File: config.mk
export PLATFORM = sky130hd
export DESIGN_NAME = bfly_stream
export DESIGN_NICKNAME = d
export VERILOG_FILES = /design/src/rtl/bfly_stream.sv
export SDC_FILE = /design/constraint.sdc
export NUM_CORES = 2
export LEC_CHECK = 0
export CORE_MARGIN = 2
export CORE_UTILIZATION = 30
export DETAILED_ROUTE_END_ITERATION = 10
export REMOVE_ABC_BUFFERS = 1
export SLEW_MARGIN = 20
export SYNTH_ARGS = -nofsm -noshare
export SYNTH_HDL_FRONTEND = slang
export SYNTH_SLANG_ARGS = --single-unit
File: constraint.sdc
create_clock -name clk_50 -period 8.1 [get_ports clk_50]
set_clock_uncertainty 0.1 [all_clocks]
set_input_delay 0.81 -clock clk_50 [delete_from_list [all_inputs] [get_ports clk_50]]
set_output_delay 0.81 -clock clk_50 [all_outputs]
set_load 0.1 [all_outputs]
File: src/rtl/bfly_stream.sv
// bfly_stream: streaming radix-2 DIT butterfly.
// Three-stage pipeline (multiply, combine/round, add/scale/saturate) computing
// P = A + W*B and M = A - W*B. It has a valid/ready handshake and carries a tag
// alongside each sample. The whole pipe advances as one unit. Empty slots
// (bubbles) stay in the pipe and are not squeezed out.
module bfly_stream #(
  parameter int DATA_W  = 22,
  parameter int TW_W    = 12,
  parameter int TW_FRAC = 11,
  parameter int TAG_W   = 6
) (
  input  logic                clk_50,
  input  logic                rst,
  input  logic                in_valid,
  output logic                in_ready,
  input  logic [2*DATA_W-1:0] in_a,
  input  logic [2*DATA_W-1:0] in_b,
  input  logic [2*TW_W-1:0]   in_w,
  input  logic                in_scale,
  input  logic                in_inv,
  input  logic [TAG_W-1:0]    in_tag,
  output logic                out_valid,
  input  logic                out_ready,
  output logic [2*DATA_W-1:0] out_p,
  output logic [2*DATA_W-1:0] out_m,
  output logic [TAG_W-1:0]    out_tag,
  output logic                out_sat,
  output logic                ovf_sticky,
  input  logic                ovf_clr
);

  localparam int PW = DATA_W + TW_W;   // full product width
  localparam int SW = PW + 1;          // product sum width
  localparam int XW = DATA_W + 2;      // internal butterfly width

  localparam logic signed [SW-1:0] RND   = SW'(1) << (TW_FRAC - 1);
  localparam logic signed [XW-1:0] MAX_X = XW'((1 << (DATA_W - 1)) - 1);
  localparam logic signed [XW-1:0] MIN_X = ~MAX_X;

  logic advance;

  logic signed [PW-1:0] b_re_x, b_im_x, w_re_x, w_im_x;

  logic                  s1_valid;
  logic signed [PW-1:0]  s1_rr, s1_ii, s1_ri, s1_ir;
  logic [2*DATA_W-1:0]   s1_a;
  logic                  s1_scale, s1_inv;
  logic [TAG_W-1:0]      s1_tag;

  logic signed [SW-1:0]  sum_re, sum_im;
  logic signed [XW-1:0]  t_re_next, t_im_next;

  logic                  s2_valid;
  logic signed [XW-1:0]  s2_t_re, s2_t_im;
  logic [2*DATA_W-1:0]   s2_a;
  logic                  s2_scale;
  logic [TAG_W-1:0]      s2_tag;

  logic signed [XW-1:0]  a_re_x, a_im_x;
  logic signed [XW-1:0]  p_re_x, p_im_x, m_re_x, m_im_x;
  logic [DATA_W:0]       sat_pr, sat_pi, sat_mr, sat_mi;

  // The pipe moves whenever the output register is empty or being drained.
  assign advance  = !out_valid || out_ready;
  assign in_ready = advance;

  assign b_re_x = PW'($signed(in_b[2*DATA_W-1:DATA_W]));
  assign b_im_x = PW'($signed(in_b[DATA_W-1:0]));
  assign w_re_x = PW'($signed(in_w[2*TW_W-1:TW_W]));
  assign w_im_x = PW'($signed(in_w[TW_W-1:0]));

  // Clamp one component to the output range. The top bit flags a clamp.
  function automatic logic [DATA_W:0] saturate(input logic signed [XW-1:0] x);
    logic [DATA_W:0] r;
    if (x > MAX_X)
      r = {1'b1, MAX_X[DATA_W-1:0]};
    else if (x < MIN_X)
      r = {1'b1, MIN_X[DATA_W-1:0]};
    else
      r = {1'b0, x[DATA_W-1:0]};
    return r;
  endfunction

  // Stage 1: register the four partial products plus A and the sideband bits.
  always_ff @(posedge clk_50) begin
    if (rst) begin
      s1_valid <= 1'b0;
      s1_rr    <= '0;
      s1_ii    <= '0;
      s1_ri    <= '0;
      s1_ir    <= '0;
      s1_a     <= '0;
      s1_scale <= 1'b0;
      s1_inv   <= 1'b0;
      s1_tag   <= '0;
    end else if (advance) begin
      s1_valid <= in_valid;
      s1_rr    <= b_re_x * w_re_x;
      s1_ii    <= b_im_x * w_im_x;
      s1_ri    <= b_re_x * w_im_x;
      s1_ir    <= b_im_x * w_re_x;
      s1_a     <= in_a;
      s1_scale <= in_scale;
      s1_inv   <= in_inv;
      s1_tag   <= in_tag;
    end
  end

  // Combine products into T = W*B (or conj(W)*B), then round half-up to data scale.
  always_comb begin
    sum_re = '0;
    sum_im = '0;
    if (s1_inv) begin
      sum_re = SW'(s1_rr) + SW'(s1_ii);
      sum_im = SW'(s1_ir) - SW'(s1_ri);
    end else begin
      sum_re = SW'(s1_rr) - SW'(s1_ii);
      sum_im = SW'(s1_ri) + SW'(s1_ir);
    end
    t_re_next = XW'((sum_re + RND) >>> TW_FRAC);
    t_im_next = XW'((sum_im + RND) >>> TW_FRAC);
  end

  // Stage 2: register the rounded twiddle product alongside A.
  always_ff @(posedge clk_50) begin
    if (rst) begin
      s2_valid <= 1'b0;
      s2_t_re  <= '0;
      s2_t_im  <= '0;
      s2_a     <= '0;
      s2_scale <= 1'b0;
      s2_tag   <= '0;
    end else if (advance) begin
      s2_valid <= s1_valid;
      s2_t_re  <= t_re_next;
      s2_t_im  <= t_im_next;
      s2_a     <= s1_a;
      s2_scale <= s1_scale;
      s2_tag   <= s1_tag;
    end
  end

  // Butterfly add/subtract, optional halving with rounding, then clamp.
  always_comb begin
    a_re_x = XW'($signed(s2_a[2*DATA_W-1:DATA_W]));
    a_im_x = XW'($signed(s2_a[DATA_W-1:0]));
    p_re_x = a_re_x + s2_t_re;
    p_im_x = a_im_x + s2_t_im;
    m_re_x = a_re_x - s2_t_re;
    m_im_x = a_im_x - s2_t_im;
    if (s2_scale) begin
      p_re_x = (p_re_x + XW'(1)) >>> 1;
      p_im_x = (p_im_x + XW'(1)) >>> 1;
      m_re_x = (m_re_x + XW'(1)) >>> 1;
      m_im_x = (m_im_x + XW'(1)) >>> 1;
    end
    sat_pr = saturate(p_re_x);
    sat_pi = saturate(p_im_x);
    sat_mr = saturate(m_re_x);
    sat_mi = saturate(m_im_x);
  end

  // Stage 3: output register. It holds its value while downstream stalls.
  always_ff @(posedge clk_50) begin
    if (rst) begin
      out_valid <= 1'b0;
      out_p     <= '0;
      out_m     <= '0;
      out_tag   <= '0;
      out_sat   <= 1'b0;
    end else if (advance) begin
      out_valid <= s2_valid;
      out_p     <= {sat_pr[DATA_W-1:0], sat_pi[DATA_W-1:0]};
      out_m     <= {sat_mr[DATA_W-1:0], sat_mi[DATA_W-1:0]};
      out_tag   <= s2_tag;
      out_sat   <= s2_valid & (sat_pr[DATA_W] | sat_pi[DATA_W] |
                               sat_mr[DATA_W] | sat_mi[DATA_W]);
    end
  end

  // Sticky overflow: set when a saturated result leaves; a set beats a clear.
  always_ff @(posedge clk_50) begin
    if (rst)
      ovf_sticky <= 1'b0;
    else if (out_valid && out_ready && out_sat)
      ovf_sticky <= 1'b1;
    else if (ovf_clr)
      ovf_sticky <= 1'b0;
  end

endmodule

---- After elaboration in Yosys (flattened, before gate mapping) ----
Cells that the tools add are included.
word-level totals
  register bits ........................... 386
  latch bits .............................. 0
  RAM bits ................................ 0
  memory bits (read-only) ................. 0
  bits of input ports ..................... 125
  word-level logic and storage cells ...... 72
  memories kept ........................... 0
cells by class
  $add $sub $neg .......................... 14
  $mul .................................... 4
  divide/modulo/power cells ............... 0
  $lt $le $gt $ge ......................... 8
  equal/unequal tests ..................... 0
  shift-type cells ........................ 0
  muxes and demuxes ....................... 16
  bitwise gates (word level) .............. 4
  reductions and logical operators ........ 5
operator list
  cell                    number
  $mux 23                 8
  $mul 22x12->34          4
  $add 24x2->24 const B   4
  $gt 24x22->1 const B    4
  $lt 24x22->1 const B    4
  $mux 24                 4
  $add 34x34->35          2
  $add 35x12->35 const B  2
  $mux 35                 2
  $sub 34x34->35          2
  $add 22x24->24          2
  $sub 22x24->24          2
  $or 1x1->1              3
  $logic_and 1x1->1       2
  $mux 1                  2
  $reduce_bool 2->1       1
  $and 1x1->1             1
  $logic_not 1->1         1
  $logic_or 1x1->1        1

---- Longest topological paths before layout ----
  depth in word-level cells ............... 10
  mapped depth ............................ 27
  gate-level depth less buffers ........... 25

---- Least setup slack after synthesis ----
Ideal clock, no wire load.
  path kind ............................... input to register
  from .................................... input in_w[12]
  to ...................................... register s1_rr[31]
  library setup time ...................... 62 ps
  arrival ................................. 6,514 ps
  data required time ...................... 7,938 ps
  slack ................................... 1,424 ps
  stages .................................. 24
  path buffers ............................ 2
  cell sequence ........................... clkbuf_1 -> clkbuf_1 -> nand2_1 -> fa_1 -> inv_1 -> ha_1 -> inv_1 -> fa_1 -> fa_1 -> fa_1 -> inv_1 -> ha_1 -> nor2b_1 -> o21a_1 -> o21ai_0 -> a21oi_1 -> o21ai_0 -> a21boi_0 -> o2111ai_1 -> a31oi_1 -> a2111oi_0 -> o21bai_1 -> o41a_1 -> nand3_1
on the way
  word-level cells in the longest chain between the ends .. 1
ends and longest elaborated chain
  item                  line  source
  start, declared       18    input logic [2*TW_W-1:0] in_w,
  $mul 22x12->34        98    s1_rr <= b_re_x * w_re_x;
  end signal, assigned  98
  end, declared         45    logic signed [PW-1:0] s1_rr, s1_ii, s1_ri, s1_ir;
Every way passes these cells.
A chain may end at the register's enable or synchronous reset.

---- Worst setup path in the final report ----
  from .................................... input in_b[6]
  to ...................................... register s1_ir[33]
on the way
  word-level cells in the longest chain between the ends .. 1
ends and longest elaborated chain
  item                  line  source
  start, declared       17    input logic [2*DATA_W-1:0] in_b,
  $mul 22x12->34        101   s1_ir <= b_im_x * w_re_x;
  end signal, assigned  101
  end, declared         45
Every way passes these cells.

==> impl_metrics.toml <==
[sta]
rsz0062_at_grt = "false"
period_needed_ns = 7.16
setup_slack_ns = 0.939
period_share_pct = 88.4
setup_violations = 0
slew_viol_final = 0
timing.hold.ws_ns = 0.347
tns_ns = 0
timing.final.hold_violations = 0
fmax_mhz = 140
worst_pin_slew_ns = 1.04
maxSlewHeadroom_pct = 30.8

[grt]
grt_max_degree = 160
grt_use_total_pct = 17.6
first_global_vias = 53600
grt_antenna_before_repair = 19
grt_overflow = 0
grt_pass1_wl_microns = 299000

[yosys]
ys.flop_type = "dfxtp_1"
async_flop_share_pct = 0
syn_avg_cell_area_sq_um = 8.15
ys_ff_latch = 386
syn_inst = 7713
syn_area_sq_mm = 0.0629
synth_edf_count = 0
ys_seq_area_share_pct = 12.3
ys_types = 108
ys_warn_count = 0

[worst_hold_path]
hp-class = "reg2reg"
hp-start = "out_tag[0]"
hold_depth = 2
min_to = "out_tag[0]"

[die]
die_h_microns = 462
rows = 168
die_x_microns = 462
die_area_sq_mm = 0.213
start_util_pct = 30.1
core_area_sq_mm = 0.209
ios = 223

[clock_network]
cts_sinks = 386
tritoncts = "yes"
cts.path.max_buffers = 3
hold_buffers = 0
clk_pin_slew_ns = 0.06
cts_max_level = 2
cts_resized = 0
clk_latency_ns = 0.65
cts_buffers = 47
root_buffer = "clkbuf_16"
cts_setup_buffers = 0

[place]
gp_congestion = 0.912
port_buffers = 222
dp_hpwl_microns = 151000
dp_slack_ns = 0.294

[drt]
drc = 0
drt-total-wl_microns = 188000
vias = 52100
highest_layer = "met5"
drtIter0Drc = 3236
viasPerCell = 4.94
drtPass1Iterations = 8
wl_met1_microns = 85100
ant_nets = 0
route.met3.wl_microns = 10300
dr_wl_met2_microns = 87700
routedWlPerCell_microns = 17.8

[finish]
final_cell_mix = "nand2_1, inv_1, fa_1"
final_layout_size_suffix_gt1_share_pct = 4.69
area_growth_syn_to_layout_pct = 10.9
final_common_cell = "nand2_1"
fin_nets = 9235
utilization_pct = 33.4

[outcome]
outcome = "finished clean"

[setup_path]
crit_arrival_ns = 7.63
critPathLaunch = "in_b[6]"
regToRegSetupSlack_ns = 1.69
worst_setup_path_start_kind = "input port"
path_class = "in2reg"
rr_worst_depth = 19
endpoint_kind = "flop"
required_ns = 8.57
r2r_start = "s1_ii[2]"
timing.rr.end = "s2_t_re[21]"
cp_max_fo = 12

[run]
maxCapViolations = 0
==> state kept, by name, indices dropped and copies added (netlist names), 6 cells and up <==
signal	cells
out_tag	6
s2_t_im	24
s1_rr	34
s2_a	44
s1_ir	34
s2_t_re	24
out_m	44
s1_ri	34
s1_a	44
out_p	44
s1_tag	6
s2_tag	6
s1_ii	34
==> critical path: stages <==
cell and delay (ns):
clkdlybuf4s50_1 0.81, nand2_1 0.14, fa_1 0.54, inv_1 0.05, ha_1 0.28, inv_1 0.06
fa_1 0.48, fa_1 0.50, fa_1 0.48, inv_1 0.04, ha_1 0.29, nor2b_1 0.19
o21ai_0 0.12, a21boi_0 0.29, o21ai_0 0.21, nand3b_1 0.20, a31oi_1 0.16, or4b_2 0.72
a31oi_1 0.41, a41oi_1 0.27, a21oi_1 0.20, a21oi_1 0.09, xnor2_1 0.12, o21ai_0 0.16
==> metal layers <==
layer,global-route usage [%],vias to the layer above
li1,-,24700
met1,23.5,25800
met2,29.9,1282
met3,2.23,230
met4,4.60,16
met5,0,-
==> worst max path at each step <==
stage | endpoint | slack [ns] | cells past startpoint
after floorplan | s1_ii[31] | -18.21 | 4
after global placement | s1_ir[32] | 0.42 | 24
after detailed placement | s1_ri[33] | 0.29 | 23
after CTS | s1_ri[33] | 0.97 | 23
after global routing | s1_rr[29] | 0.52 | 25
final | s1_ir[33] | 0.94 | 24
==> synthesized netlist by cell type (15+ instances only) <==
| cell | count | area, sq um |
|---|---|---|
| inv_1 | 1111 | 4170 |
| or3_1 | 57 | 357 |
| o21a_1 | 31 | 233 |
| nand2b_1 | 133 | 832 |
| o21ai_1 | 15 | 75.1 |
| o21bai_1 | 33 | 248 |
| o22ai_1 | 30 | 188 |
| nor2_1 | 330 | 1240 |
| nor2b_1 | 55 | 344 |
| a32o_1 | 19 | 190 |
| nor4_1 | 31 | 194 |
| o21ai_0 | 259 | 1300 |
| nand4_1 | 30 | 188 |
| a31oi_1 | 36 | 225 |
| o211ai_1 | 40 | 300 |
| or4_1 | 16 | 120 |
| a21o_1 | 82 | 616 |
| fa_1 | 956 | 19100 |
| nand2_1 | 1298 | 4870 |
| and3_1 | 42 | 263 |
| clkbuf_1 | 365 | 1370 |
| buf_2 | 25 | 125 |
| and2_1 | 346 | 2160 |
| a211oi_1 | 75 | 563 |
| o31ai_1 | 34 | 255 |
| nor3_1 | 114 | 571 |
| dfxtp_1 | 386 | 7730 |
| or2_2 | 25 | 156 |
| nand3_1 | 97 | 485 |
| a21oi_1 | 514 | 2570 |
| a21oi_2 | 34 | 298 |
| xnor2_1 | 228 | 2000 |
| ha_1 | 450 | 5630 |
| xor2_1 | 112 | 981 |
==> final cells by class <==
cell class / count / area, sq um
Antenna cell: 4 / 10.0
Clock buffer: 67 / 1360
Clock inverter: 19 / 273
Fill cell: 22000 / 139000
Inverter: 1115 / 4190
Multi-Input combinational cell: 5794 / 49300
Sequential cell: 386 / 7730
Tap cell: 2805 / 3510
Timing Repair Buffer: 360 / 3370
==> stage by stage <==
| stage | area [sq um] | std cells |
|---|---|---|
| 6_report | 69700 | 10600 |
| 4_1_cts | 69700 | 10500 |
| 3_3_place_gp | 68100 | 10500 |
| 5_1_grt | 69700 | 10500 |
| 3_5_place_dp | 68100 | 10500 |
| 2_1_floorplan | 61200 | 7295 |
==> cells by family (layout without fill, tap and decap cells) <==
| family | after synthesis | after routing | share of synthesized area (%) |
|---|---|---|---|
| and+or+nand+nor | 2648 | 2648 | 19.9 |
| buffers and inverters | 1533 | 1561 | 9.33 |
| adders and majority gates | 1406 | 1406 | 39.4 |
| AOI/OAI and AO/OA | 1379 | 1379 | 14.0 |
| DFF | 386 | 386 | 12.3 |
| xor gates and xnor gates | 343 | 343 | 4.81 |
| muxes | 18 | 18 | 0.301 |
| other | 0 | 4 | 0 |
Power is not shown: default switching activity piles up to over one toggle a cycle in this logic, so the estimate is an artifact.
